===== src/rtl/resource_request_sequencer_pkg.sv =====
// Shared codes, widths and FSM states for the resource request sequencer.
package resource_pkg;

    localparam int ENERGY_W = 8;
    localparam int TRACER_W = 6;
    localparam int FLUID_W  = 4;

    localparam logic OP_SPEND    = 1'b0;
    localparam logic OP_RECHARGE = 1'b1;

    localparam logic [1:0] SEL_ENERGY  = 2'd0;
    localparam logic [1:0] SEL_TRACER  = 2'd1;
    localparam logic [1:0] SEL_FLUID   = 2'd2;
    localparam logic [1:0] SEL_ILLEGAL = 2'd3;

    typedef enum logic [1:0] {
        IDLE,
        EVAL,
        WRITE,
        RESP
    } state_t;

    function automatic logic [7:0] store_max(input int w);
        return 8'((1 << w) - 1);
    endfunction

    localparam logic [7:0] ENERGY_MAX = store_max(ENERGY_W);
    localparam logic [7:0] TRACER_MAX = store_max(TRACER_W);
    localparam logic [7:0] FLUID_MAX  = store_max(FLUID_W);

endpackage


===== src/rtl/resource_request_sequencer_if.sv =====
// Request/response handshake bundle between a requester and the sequencer.
interface resource_request_sequencer_if;

    logic       req_valid;
    logic       req_ready;
    logic       req_op;
    logic [1:0] req_sel;
    logic [7:0] req_amt;
    logic       rsp_valid;
    logic       rsp_ok;
    logic       rsp_sat;
    logic [7:0] rsp_balance;

    modport master (
        output req_valid, req_op, req_sel, req_amt,
        input  req_ready, rsp_valid, rsp_ok, rsp_sat, rsp_balance
    );

    modport slave (
        input  req_valid, req_op, req_sel, req_amt,
        output req_ready, rsp_valid, rsp_ok, rsp_sat, rsp_balance
    );

endinterface


===== src/rtl/resource_request_sequencer_alu.sv =====
// Checked subtract / saturating add against a runtime store maximum.
module resource_alu
    import resource_pkg::*;
#(
    parameter int W = 8
) (
    input  logic [W-1:0] q,
    input  logic [W-1:0] max_val,
    input  logic [7:0]   amt,
    input  logic         op,
    output logic [W-1:0] new_val,
    output logic         ok,
    output logic         sat
);

    localparam int SW = ((W > 8) ? W : 8) + 1;

    logic [SW-1:0] qx;
    logic [SW-1:0] ax;
    logic [SW-1:0] mx;
    logic [SW-1:0] sum;
    logic [SW-1:0] diff;

    assign qx   = SW'(q);
    assign ax   = SW'(amt);
    assign mx   = SW'(max_val);
    assign sum  = qx + ax;
    assign diff = qx - ax;

    always_comb begin
        new_val = '0;
        ok      = 1'b0;
        sat     = 1'b0;
        if (op == OP_SPEND) begin
            ok      = (ax <= qx);
            new_val = W'(diff);
        end else begin
            ok = 1'b1;
            if (sum > mx) begin
                sat     = 1'b1;
                new_val = max_val;
            end else begin
                new_val = W'(sum);
            end
        end
    end

endmodule


===== src/rtl/resource_request_sequencer.sv =====
// Spend/recharge front-end for the energy, tracer and fluid stores.
module resource_request_sequencer
    import resource_pkg::*;
#(
    parameter int CNT_W = 8
) (
    input  logic                 clk,
    input  logic                 reset,
    resource_request_sequencer_if.slave req,
    input  logic [ENERGY_W-1:0]  energy_q,
    input  logic [TRACER_W-1:0]  tracer_q,
    input  logic [FLUID_W-1:0]   fluid_q,
    output logic                 energy_en,
    output logic                 tracer_en,
    output logic                 fluid_en,
    output logic [ENERGY_W-1:0]  energy_d,
    output logic [TRACER_W-1:0]  tracer_d,
    output logic [FLUID_W-1:0]   fluid_d,
    output logic [CNT_W-1:0]     deny_count
);

    state_t      state;
    logic        op_r;
    logic [1:0]  sel_r;
    logic [7:0]  amt_r;
    logic        ok_r;
    logic        sat_r;
    logic [2:0]  en_r;
    logic        rsp_valid_r;
    logic        rsp_ok_r;
    logic        rsp_sat_r;
    logic [7:0]  rsp_bal_r;

    logic [7:0]  cur_q;
    logic [7:0]  cur_max;
    logic [7:0]  alu_new;
    logic        alu_ok;
    logic        alu_sat;
    logic        eval_ok;
    logic        eval_sat;

    always_comb begin
        cur_q   = '0;
        cur_max = '0;
        case (sel_r)
            SEL_ENERGY: begin
                cur_q   = 8'(energy_q);
                cur_max = ENERGY_MAX;
            end
            SEL_TRACER: begin
                cur_q   = 8'(tracer_q);
                cur_max = TRACER_MAX;
            end
            SEL_FLUID: begin
                cur_q   = 8'(fluid_q);
                cur_max = FLUID_MAX;
            end
            default: begin
                cur_q   = '0;
                cur_max = '0;
            end
        endcase
    end

    resource_alu #(.W(8)) u_alu (
        .q       (cur_q),
        .max_val (cur_max),
        .amt     (amt_r),
        .op      (op_r),
        .new_val (alu_new),
        .ok      (alu_ok),
        .sat     (alu_sat)
    );

    assign eval_ok  = alu_ok && (sel_r != SEL_ILLEGAL);
    assign eval_sat = alu_sat && eval_ok;

    always_ff @(posedge clk) begin
        if (reset) begin
            state       <= IDLE;
            op_r        <= 1'b0;
            sel_r       <= '0;
            amt_r       <= '0;
            ok_r        <= 1'b0;
            sat_r       <= 1'b0;
            en_r        <= '0;
            energy_d    <= '0;
            tracer_d    <= '0;
            fluid_d     <= '0;
            rsp_valid_r <= 1'b0;
            rsp_ok_r    <= 1'b0;
            rsp_sat_r   <= 1'b0;
            rsp_bal_r   <= '0;
            deny_count  <= '0;
        end else begin
            en_r        <= '0;
            rsp_valid_r <= 1'b0;
            unique case (state)
                IDLE: begin
                    if (req.req_valid) begin
                        op_r  <= req.req_op;
                        sel_r <= req.req_sel;
                        amt_r <= req.req_amt;
                        state <= EVAL;
                    end
                end
                EVAL: begin
                    ok_r  <= eval_ok;
                    sat_r <= eval_sat;
                    if (eval_ok) begin
                        en_r  <= 3'b001 << sel_r;
                        state <= WRITE;
                        case (sel_r)
                            SEL_ENERGY: energy_d <= alu_new;
                            SEL_TRACER: tracer_d <= alu_new[TRACER_W-1:0];
                            default:    fluid_d  <= alu_new[FLUID_W-1:0];
                        endcase
                    end else begin
                        state <= RESP;
                    end
                end
                WRITE: begin
                    state <= RESP;
                end
                RESP: begin
                    // Store has already taken the write, so cur_q is post-op.
                    rsp_valid_r <= 1'b1;
                    rsp_ok_r    <= ok_r;
                    rsp_sat_r   <= sat_r;
                    rsp_bal_r   <= cur_q;
                    if (!ok_r && (deny_count != '1)) begin
                        deny_count <= deny_count + 1'b1;
                    end
                    state <= IDLE;
                end
            endcase
        end
    end

    // A reset landing in WRITE must suppress the store update at that edge.
    assign energy_en = en_r[0] && !reset;
    assign tracer_en = en_r[1] && !reset;
    assign fluid_en  = en_r[2] && !reset;

    assign req.req_ready   = (state == IDLE) && !reset;
    assign req.rsp_valid   = rsp_valid_r;
    assign req.rsp_ok      = rsp_ok_r;
    assign req.rsp_sat     = rsp_sat_r;
    assign req.rsp_balance = rsp_bal_r;

endmodule


===== src/flat_wrapper.sv =====
// flat-port wrapper written by rule: the top's interface ports become plain ports
module resource_request_sequencer_flat import resource_pkg::*;
#(
    parameter int CNT_W = 8
)
  (clk, reset, energy_q, tracer_q, fluid_q, energy_en, tracer_en, fluid_en, energy_d, tracer_d, fluid_d, deny_count, req_req_valid, req_req_op, req_req_sel, req_req_amt, req_req_ready, req_rsp_valid, req_rsp_ok, req_rsp_sat, req_rsp_balance);
  resource_request_sequencer_if req_i ();
  input  logic clk;
  input  logic reset;
  input  logic [ENERGY_W-1:0] energy_q;
  input  logic [TRACER_W-1:0] tracer_q;
  input  logic [FLUID_W-1:0] fluid_q;
  output logic energy_en;
  output logic tracer_en;
  output logic fluid_en;
  output logic [ENERGY_W-1:0] energy_d;
  output logic [TRACER_W-1:0] tracer_d;
  output logic [FLUID_W-1:0] fluid_d;
  output logic [CNT_W-1:0] deny_count;
  input wire logic [$bits(req_i.req_valid)-1:0] req_req_valid;
  input wire logic [$bits(req_i.req_op)-1:0] req_req_op;
  input wire logic [$bits(req_i.req_sel)-1:0] req_req_sel;
  input wire logic [$bits(req_i.req_amt)-1:0] req_req_amt;
  output wire logic [$bits(req_i.req_ready)-1:0] req_req_ready;
  output wire logic [$bits(req_i.rsp_valid)-1:0] req_rsp_valid;
  output wire logic [$bits(req_i.rsp_ok)-1:0] req_rsp_ok;
  output wire logic [$bits(req_i.rsp_sat)-1:0] req_rsp_sat;
  output wire logic [$bits(req_i.rsp_balance)-1:0] req_rsp_balance;
  assign req_i.req_valid = req_req_valid;
  assign req_i.req_op = req_req_op;
  assign req_i.req_sel = req_req_sel;
  assign req_i.req_amt = req_req_amt;
  assign req_req_ready = req_i.req_ready;
  assign req_rsp_valid = req_i.rsp_valid;
  assign req_rsp_ok = req_i.rsp_ok;
  assign req_rsp_sat = req_i.rsp_sat;
  assign req_rsp_balance = req_i.rsp_balance;
  resource_request_sequencer #(.CNT_W(CNT_W)) u_core (.clk(clk), .reset(reset), .req(req_i), .energy_q(energy_q), .tracer_q(tracer_q), .fluid_q(fluid_q), .energy_en(energy_en), .tracer_en(tracer_en), .fluid_en(fluid_en), .energy_d(energy_d), .tracer_d(tracer_d), .fluid_d(fluid_d), .deny_count(deny_count));
endmodule

===== config.mk =====
export PLATFORM = sky130hd
export DESIGN_NAME = resource_request_sequencer_flat
export DESIGN_NICKNAME = d
export VERILOG_FILES = /design/src/rtl/resource_request_sequencer_pkg.sv /design/src/rtl/resource_request_sequencer_if.sv /design/src/rtl/resource_request_sequencer_alu.sv /design/src/rtl/resource_request_sequencer.sv /design/src/flat_wrapper.sv
export SDC_FILE = /design/constraint.sdc
export NUM_CORES = 1
export LEC_CHECK = 0
export CAP_MARGIN = 30
export CELL_PAD_IN_SITES_DETAIL_PLACEMENT = 1
export CELL_PAD_IN_SITES_GLOBAL_PLACEMENT = 2
export CORE_MARGIN = 2
export CORE_UTILIZATION = 30
export DETAILED_ROUTE_END_ITERATION = 7
export PLACE_DENSITY_LB_ADDON = 0.05
export RECOVER_POWER = 25
export SYNTH_ARGS = -nofsm -noshare
export SYNTH_HDL_FRONTEND = slang
export SYNTH_SLANG_ARGS = --single-unit

===== constraint.sdc =====
create_clock -name clk -period 5.1 [get_ports clk]
set_input_delay 0.51 -clock clk [delete_from_list [all_inputs] [get_ports clk]]
set_output_delay 0.51 -clock clk [all_outputs]
set_load 0.02 [all_outputs]

==> impl_metrics.json, run 1 <==
{
  "setup_viol": 0,
  "synth-seq-cells": 55,
  "area_growth_pct": 28.3,
  "grt_usage": 0.174,
  "syn_avg_cell_area_um2": 8.52,
  "hp-start": "u_core.tracer_d[3]$_SDFFE_PP0P_",
  "arrival_ns": 4.83,
  "fin_nets": 532,
  "overflow": 0,
  "path_clk_slew_ns": 0.08,
  "die_x_um": 112,
  "netlist_area_mm2": 0.00347,
  "cts.htree.levels": 2,
  "synth.top_cell.area_share": 0.317,
  "grt_pass1_wl_mm": 17.3,
  "switchingPower_w": 0.000828,
  "worst_path_largest_cell_delay_ns": 0.58,
  "hold_violations": 0,
  "diodes": 0,
  "ff2ff_path_depth": 18,
  "tns_ns": 0,
  "synth_ff_type": "dfxtp_1",
  "hold_depth": 2,
  "syn-num-nets": 470,
  "drv_slew": 0,
  "end_kind": "flip-flop",
  "die_h_um": 112,
  "cts.sinks": 55,
  "r2r-end": "u_core.tracer_d[2]$_SDFFE_PP0P_",
  "yosysUniqueCellTypes": 60,
  "yosysWarnings": 0,
  "wirelength_mm": 10.4,
  "finalCriticalPeriod_ns": 4.60,
  "numCtsBuffers": 5,
  "rrSetupSlack_ns": 0.50,
  "tightestPinTransition_ns": 0.801,
  "combPwrFrac": 0.522,
  "whs_ns": 0.465,
  "crit_type": "flip-flop to flip-flop",
  "rows": 39,
  "synth_area_leader_cell": "dfxtp_1",
  "gp_congestion": 0.800,
  "crit_chain": "nor2b_1, a21oi_1, inv_1, ha_1, inv_1, fa_1, nor2_2, o311a_4, o21ba_2, nor2_1, xor2_1, ha_1, a211oi_2, o211ai_1, o211ai_1, nand4_4, o221a_4, a211oi_2",
  "status": "completed",
  "pin_count": 73,
  "cts_hold_buf": 0,
  "antenna_found_initial": 0,
  "synth.most_common_cell": "dfxtp_1",
  "grt_max_degree": 38,
  "rsz0062_at_grt": "no",
  "clk-insertion-delay-late_ns": 0.31,
  "dr.pass1.iters": 4,
  "p_clk_frac": 0.192,
  "rr_startpoint": "u_core.sel_r[0]$_SDFFE_PP0P_",
  "post_cts_buffers": 0,
  "critical_path.slowest_cell": "dfxtp_1",
  "startpoint_type": "flip-flop",
  "powerDensity_mw_per_mm2": 431,
  "dp_hpwl_mm": 8.11,
  "synthArstFlopShare": 0,
  "setup_slack_ns": 0.501,
  "power.leakage_nw": 1.68,
  "cts_tree": "yes",
  "drive_gt1_frac": 0.0809,
  "seq_area_frac_synth": 0.317,
  "swShare": 0.432,
  "yosys-top-cells-area": "dfxtp_1, ha_1, nand2_1",
  "io_buffers": 72,
  "cp_max_fo": 8,
  "slew_headroom": 0.464,
  "min_to": "u_core.tracer_d[3]$_SDFFE_PP0P_",
  "fmax_mhz": 217,
  "ir_drop_v": 0.000154,
  "drv_cap": 0,
  "fin_util": 0.391,
  "vias_per_cell": 4.95,
  "start_util": 0.305,
  "wire_per_inst_um": 17.0,
  "clockRootBuffer": "clkbuf_16",
  "num_vias": 3034,
  "fp.dieArea_mm2": 0.0124,
  "drt_iter0_markers": 76,
  "synth_common_cells": "dfxtp_1, nand2_1, nor2_1",
  "drc": 0,
  "core_area_mm2": 0.0114,
  "synth_edf_count": 0,
  "fin_skew_ns": 0.00627,
  "fillers": 1340,
  "netlist_instances": 407,
  "pwr-share-seq": 0.285,
  "internal-power_w": 0.00109,
  "fin_total_pwr_w": 0.00192,
  "hold_class": "flip-flop to flip-flop",
  "ant_nets": 0,
  "cts.path.max_buffers": 2,
  "fin_crit_sh": 0.902,
  "critPathRequiredTime_ns": 5.33,
  "pre_cts_slack_ns": 0.179,
  "grt_pass1_vias": 3260
}
==> through the flow <==
stage                     instances  instance area [um2]
after floorplan                 407                 3470
after global placement          605                 4300
after detailed placement        605                 4300
after CTS                       613                 4450
after global routing            613                 4450
final                           613                 4450
==> state kept, by name (all words and copies together) (netlist names) <==
name,flops
u_core.amt_r,8
u_core.deny_count,8
u_core.en_r,3
u_core.energy_d,8
u_core.fluid_d,4
u_core.ok_r,1
u_core.op_r,1
u_core.req.rsp_balance,8
u_core.req.rsp_ok,1
u_core.req.rsp_sat,1
u_core.req.rsp_valid,1
u_core.sat_r,1
u_core.sel_r,2
u_core.state,2
u_core.tracer_d,6
==> metal layers <==
metal | GRT usage | routed length, um
met4 | 0.0568 | 195
met1 | 0.223 | 5010
met2 | 0.301 | 4920
met3 | 0.0278 | 302
met5 | 0 | 0
==> timing repair <==
action | CTS | global route
resized for setup | 0 | 1
hold endpoints to repair | 0 | 0
setup endpoints to repair | 0 | 1
==> kinds of logic (layout without fill, tap and decap cells) <==
group | after synthesis | in the layout | share of synthesized area
simple gates | 150 | 150 | 0.213
compound gates | 91 | 91 | 0.208
flops | 55 | 55 | 0.317
buf+inv | 49 | 112 | 0.0602
fa+ha+maj | 31 | 31 | 0.116
mux | 17 | 17 | 0.0494
xor+xnor | 14 | 14 | 0.0353
==> power by group through the flow <==
stage / clock network [W] / logic (W) / registers (W)
2_1_floorplan: 0 / 0.000667 / 0.000582
3_3_place_gp: 0 / 0.00100 / 0.000556
3_5_place_dp: 0 / 0.00101 / 0.000559
4_1_cts: 0.000386 / 0.00102 / 0.000549
5_1_grt: 0.000398 / 0.00112 / 0.000558
6_report: 0.000369 / 0.00100 / 0.000548
==> cell usage in the layout (no fill, tap or decap), types with 9 or more instances in the layout <==
cell and instances:
a21oi_1 30, ha_1 29, dfxtp_1 55, nor2_1 42, nand2_1 47, mux2i_1 16
inv_1 25, o21ai_0 9, nand3_1 10, clkdlybuf4s50_1 69
==> layout make-up <==
type / count / area (um2) / area share
sequential: 55 / 1100 / 0.247
timing repair buffer: 79 / 764 / 0.172
tap: 143 / 179 / 0.0402
multi-input combinational: 303 / 2160 / 0.485
inverter: 25 / 93.8 / 0.0211
clock inverter: 3 / 27.5 / 0.00618
clock buffer: 5 / 125 / 0.0281
==> critical path: cells and delay by family, from the launching register on <==
kind                       cells  cell delay [ns]
buffers and inverters          2             0.15
xor gates and xnor gates       1             0.17
adders and majority gates      3             0.72
DFF                            1             0.58
and+or+nand+nor                4             0.64
AOI/OAI and AO/OA              8             2.28
==> worst max-delay path by stage <==
stage | endpoint | cells after the start | from | slack (ns)
3_5_place_dp | u_core.energy_d[0]$_SDFFE_PP0P_ | 20 | tracer_q[0] | 0.18
5_1_grt | u_core.tracer_d[2]$_SDFFE_PP0P_ | 16 | u_core.sel_r[0]$_SDFFE_PP0P_ | 0.12
6_report | u_core.tracer_d[2]$_SDFFE_PP0P_ | 18 | u_core.sel_r[0]$_SDFFE_PP0P_ | 0.50
4_1_cts | u_core.energy_d[0]$_SDFFE_PP0P_ | 18 | u_core.sel_r[0]$_SDFFE_PP0P_ | 0.37
2_1_floorplan | u_core.energy_d[2]$_SDFFE_PP0P_ | 19 | u_core.sel_r[1]$_SDFFE_PP0P_ | 1.04
3_3_place_gp | u_core.energy_d[0]$_SDFFE_PP0P_ | 16 | tracer_q[2] | 0.31
Note: power is estimated with default switching activity, not from simulation.
==> run 2: changes to the inputs <==
Settings changed: HOLD_SLACK_MARGIN from default to 0.15, SKIP_LAST_GASP from default to 1.
==> results of run 2 <==
Same layout as run 1: the final DEF is identical, and so are final timing and power.
